==> src/rtl/pwm_decoder.sv <==
// PWM receiver: synchronises pwm_in, measures high time and period between rising
// edges, and reports stuck-low / stuck-high lines through a period timeout.
module pwm_decoder #(
    parameter int unsigned count_width = 7,
    parameter int unsigned max_value   = 100,
    parameter int unsigned max_period  = 120,
    parameter int unsigned sync_stages = 2
) (
    input  logic                   Clk,
    input  logic                   Rst,
    input  logic                   pwm_in,
    output logic [count_width-1:0] duty,
    output logic [count_width-1:0] period,
    output logic                   valid,
    output logic                   timeout,
    output logic [1:0]             state_dbg
);

    localparam logic [count_width-1:0] MAX_VAL = count_width'(max_value);
    localparam logic [count_width-1:0] LIMIT   = count_width'(max_period - 1);
    localparam logic [count_width-1:0] ONE     = count_width'(1);

    typedef enum logic [1:0] {
        WAIT = 2'd0,
        HIGH = 2'd1,
        LOW  = 2'd2
    } state_t;

    state_t                   state;
    state_t                   state_nxt;
    logic [sync_stages-1:0]   sync_q;
    logic                     s;
    logic                     s_d;
    logic                     rise;
    logic                     fall;
    logic                     at_limit;
    logic [count_width-1:0]   per_cnt;
    logic [count_width-1:0]   per_nxt;
    logic [count_width-1:0]   high_cnt;
    logic [count_width-1:0]   high_nxt;
    logic                     rep;
    logic                     rep_to;
    logic [count_width-1:0]   rep_duty;
    logic [count_width-1:0]   rep_period;

    // Input synchroniser plus one extra flop for edge detection.
    always_ff @(posedge Clk or negedge Rst) begin
        if (!Rst) begin
            sync_q <= '0;
            s_d    <= 1'b0;
        end else begin
            sync_q <= {sync_q[sync_stages-2:0], pwm_in};
            s_d    <= s;
        end
    end

    assign s        = sync_q[sync_stages-1];
    assign rise     = s & ~s_d;
    assign fall     = ~s & s_d;
    assign at_limit = (per_cnt == LIMIT);

    always_ff @(posedge Clk or negedge Rst) begin
        if (!Rst) begin
            state    <= WAIT;
            per_cnt  <= '0;
            high_cnt <= '0;
        end else begin
            state    <= state_nxt;
            per_cnt  <= per_nxt;
            high_cnt <= high_nxt;
        end
    end

    always_comb begin
        state_nxt  = state;
        per_nxt    = per_cnt + ONE;
        high_nxt   = high_cnt;
        rep        = 1'b0;
        rep_to     = 1'b0;
        rep_duty   = '0;
        rep_period = '0;
        case (state)
            WAIT: begin
                if (rise) begin
                    per_nxt   = ONE;
                    high_nxt  = ONE;
                    state_nxt = HIGH;
                end else if (at_limit) begin
                    rep     = 1'b1;
                    rep_to  = 1'b1;
                    per_nxt = '0;
                end
            end
            HIGH: begin
                if (at_limit) begin
                    rep       = 1'b1;
                    rep_to    = 1'b1;
                    per_nxt   = '0;
                    state_nxt = WAIT;
                end else if (fall) begin
                    state_nxt = LOW;
                end else if (s) begin
                    high_nxt = high_cnt + ONE;
                end
            end
            LOW: begin
                // A rise closes the period and wins over a coincident timeout.
                if (rise) begin
                    rep        = 1'b1;
                    rep_duty   = high_cnt;
                    rep_period = per_cnt;
                    per_nxt    = ONE;
                    high_nxt   = ONE;
                    state_nxt  = HIGH;
                end else if (at_limit) begin
                    rep       = 1'b1;
                    rep_to    = 1'b1;
                    per_nxt   = '0;
                    state_nxt = WAIT;
                end
            end
            default: begin
                state_nxt = WAIT;
                per_nxt   = '0;
                high_nxt  = '0;
            end
        endcase
        if (rep_to) begin
            rep_duty   = s ? MAX_VAL : '0;
            rep_period = MAX_VAL;
        end
    end

    always_ff @(posedge Clk or negedge Rst) begin
        if (!Rst) begin
            duty    <= '0;
            period  <= '0;
            valid   <= 1'b0;
            timeout <= 1'b0;
        end else begin
            valid <= rep;
            if (rep) begin
                duty    <= rep_duty;
                period  <= rep_period;
                timeout <= rep_to;
            end
        end
    end

    assign state_dbg = state;

endmodule
==> config.mk <==
export PLATFORM = sky130hd
export DESIGN_NAME = pwm_decoder
export DESIGN_NICKNAME = d
export VERILOG_FILES = /design/src/rtl/pwm_decoder.sv
export SDC_FILE = /design/constraint.sdc
export NUM_CORES = 1
export LEC_CHECK = 0
export ABC_AREA = 1
export CAP_MARGIN = 25
export CORE_MARGIN = 8
export CORE_UTILIZATION = 50
export DETAILED_ROUTE_END_ITERATION = 10
export HOLD_SLACK_MARGIN = 0.06
export PLACE_DENSITY = 0.74
export REMOVE_ABC_BUFFERS = 1
export SYNTH_ARGS = -nofsm -noshare
export SYNTH_HDL_FRONTEND = slang
export SYNTH_SLANG_ARGS = --single-unit
==> constraint.sdc <==
create_clock -name Clk -period 1.6 [get_ports Clk]
set_input_delay 0.24 -clock Clk [delete_from_list [all_inputs] [get_ports Clk]]
set_output_delay 0.24 -clock Clk [all_outputs]
set_load 0.03 [all_outputs]
==> flow_metrics.py <==
metrics = {
    "outcome": {
        "outcome": "complete, no violations",
    },
    "worst_setup_path": {
        "critPathLaunch": "per_cnt[0]$_DFF_PN0_",
        "endpoint": "period[6]$_DFFE_PN0P_",
        "worst_setup_path_end_kind": "flop",
        "worstPathMaxFanout": 16,
        "required_ns": 1.83,
        "slowest_stage": "dfrtp_1",
        "crit_chain": "ha_1 -> nand2_1 -> nor2_2 -> nand2_2 -> clkinv_2 -> nand2_8 -> nand2_1 -> nand2_1 -> nand2_1",
        "r2r_cells": 9,
        "reg2reg_from": "per_cnt[0]$_DFF_PN0_",
        "critPathMostFrequentCell": "nand2_1",
        "slowest_delay_ns": 0.41,
        "reg2reg_to": "period[6]$_DFFE_PN0P_",
        "r2r_slack_ns": 0.14,
        "worst_ep_arrival_time_ns": 1.68,
        "crit_path_start_kind": "flop",
        "criticalPathCategory": "reg -> reg",
    },
    "clock_tree": {
        "cts_inserted_buffers": 5,
        "cts_tree": "built",
        "cts_root_buffer": "clkbuf_4",
        "clock_latency_ns": 0.32,
        "clock-sinks": 35,
        "path_clk_slew_ns": 0.10,
        "cts_max_level": 2,
        "clockBufferDepth": 2,
    },
    "finish": {
        "most-common-layout-cells": "nand2_1, dfrtp_1, nand3_1",
        "syn_to_final_growth_pct": 18.9,
        "nets": 217,
        "final_common_cell": "nand2_1",
        "fillers": 262,
        "finalCoreUtilization": 0.634,
        "diodes": 0,
        "instances_no_fill": 256,
        "fin_area_um2": 1950,
        "drive_above_1_share": 0.104,
    },
    "routing": {
        "postRouteAntennaNets": 0,
        "dr.first_iter.drc_count": 100,
        "routed_via_density": 4.91,
        "vias": 1258,
        "route.detailed.drc": 0,
        "drtPass1Iterations": 4,
        "finalWirelength_um": 3160,
        "wl_per_cell_um": 12.3,
    },
    "global_route": {
        "grt_pass1_wl_um": 5640,
        "grt_max_degree": 36,
        "grt_pass1_vias": 1220,
        "grt_usage": 0.135,
        "overflow": 0,
        "antenna_found_initial": 0,
    },
    "die": {
        "die_h_um": 73.3,
        "die_x_um": 73.3,
        "rows": 20,
        "die-area_um2": 5370,
        "num_io_pins": 21,
        "start_util": 0.533,
        "core_area_um2": 3080,
    },
    "timing": {
        "period_share": 0.910,
        "rsz0062_at_grt": "no",
        "finalSetupTns_ns": 0,
        "finalClockSkew_ns": 0.0113,
        "finalCriticalPeriod_ns": 1.46,
        "relSlewSlack": 0.717,
        "setup_slack_ns": 0.145,
        "tightest_slew_ns": 0.424,
        "fmax_mhz": 687,
        "finalSetupViolCount": 0,
        "final-hold-violation-count": 0,
        "slew_viol_final": 0,
    },
    "placed_design": {
        "place_area_um2": 1880,
        "port_buffers": 20,
        "gp_congestion": 0.964,
        "place_ws_ns": 0.133,
        "dp_hpwl_um": 2360,
        "placed_cells": 249,
    },
    "flow_run": {
        "drv_cap": 0,
    },
    "synth": {
        "synth_area_per_cell_um2": 8.82,
        "syn_area_um2": 1640,
        "ys_warn_count": 0,
        "ys_ff_latch": 35,
        "synth_edf_count": 0,
        "synth_flop_cell": "dfrtp_1",
        "synth_cell_types": 27,
        "synthCells": 186,
        "async_flop_share": 1.00,
        "ys_seq_area_frac": 0.534,
    },
    "power": {
        "ir_drop_mv": 0.788,
        "powerDensity_nw_per_um2": 1500,
        "leakage_nw": 1.03,
    },
    "worst_hold_path": {
        "hp-class": "in -> async",
    },
}
[per-stage QoR]
step | hold slack, ns | total power [mW]
6_report | 0.316 | 2.93
5_1_grt | 0.322 | 3.13
4_1_cts | 0.326 | 2.96
3_5_place_dp | 0.336 | 2.45
3_3_place_gp | 0.347 | 2.42
2_1_floorplan | -0.0556 | 2.00
[per-layer routing]
layer,vias to the layer above,global-route usage,part of all wire
met5,-,0,0
met4,0,0.0467,0.0073
met3,4,0.0517,0.072
met2,30,0.203,0.45
met1,579,0.172,0.47
li1,645,-,-
[cell families (layout without fill, tap and decap cells)]
family | count (synthesis) | in the layout | synth area share
AND/OR/NAND/NOR | 96 | 96 | 0.268
flip-flops | 35 | 35 | 0.534
buffers and inverters | 28 | 54 | 0.0793
AO/OA/AOI/OAI | 21 | 21 | 0.0824
XOR/XNOR | 4 | 4 | 0.0214
adder cells (fa/ha/maj) | 2 | 2 | 0.0153
[worst min-delay path by stage]
stage | start | end | slack (ns) | depth (start not counted)
floorplan | Rst | duty[0]$_DFFE_PN0P_ | -0.06 | 0
global placement | sync_q[0]$_DFF_PN0_ | sync_q[1]$_DFF_PN0_ | 0.35 | 0
detailed placement | sync_q[0]$_DFF_PN0_ | sync_q[1]$_DFF_PN0_ | 0.34 | 0
CTS | Rst | per_cnt[0]$_DFF_PN0_ | 0.33 | 2
global route | pwm_in | sync_q[0]$_DFF_PN0_ | 0.32 | 1
finish | Rst | timeout$_DFFE_PN0P_ | 0.32 | 2
[worst max-delay path, delay by kind of cell (launching register included)]
kind	cells	cell delay (ns)
simple gates	7	0.61
buf+inv	1	0.12
flops	1	0.41
fa+ha+maj	1	0.22
[cell type report]
class / instances / area [um^2] / share of cell area
clock buffer: 6 / 41.3 / 0.0212
tap: 44 / 55.1 / 0.0282
multi-input combinational: 123 / 651 / 0.334
timing repair buffer: 23 / 204 / 0.105
inverter: 24 / 93.8 / 0.0481
sequential: 35 / 876 / 0.449
clock inverter: 1 / 30.0 / 0.0154
[synthesized netlist by cell type, types with 2 or more instances]
| cell type | n | area, um^2 |
|---|---|---|
| o211ai_1 | 7 | 52.6 |
| nand3_1 | 20 | 100 |
| ha_1 | 2 | 25.0 |
| o21ai_1 | 3 | 15.0 |
| xor2_1 | 3 | 26.3 |
| buf_6 | 3 | 33.8 |
| dfrtp_1 | 35 | 876 |
| o21bai_1 | 2 | 15.0 |
| o21ai_0 | 5 | 25.0 |
| nor2_1 | 15 | 56.3 |
| inv_1 | 19 | 71.3 |
| a21oi_1 | 3 | 15.0 |
| or2_1 | 4 | 25.0 |
| nand2_2 | 2 | 12.5 |
| inv_2 | 4 | 15.0 |
| nand2_1 | 48 | 180 |
[flip-flops by register name, summed over array words and instances, names as in the netlist]
register	flops
high_cnt	7
sync_q	2
per_cnt	7
timeout	1
valid	1
period	7
s_d	1
state_dbg	2
duty	7
[timing repair]
item | CTS | global route
endpoints found under the setup margin | 17 | 7
hold buffers | 0 | 0
resized for setup | 17 | 4
buffers inserted | 0 | 0
pin swaps | 0 | 0
[power by group]
part | switching, mW | internal (mW) | leakage [nW] | total [mW]
Sequential | 0.168 | 1.10 | 0.454 | 1.26
Clock | 0.270 | 0.322 | 0.0383 | 0.592
Combinational | 0.713 | 0.365 | 0.540 | 1.08
(Power assumes the default switching activity.)
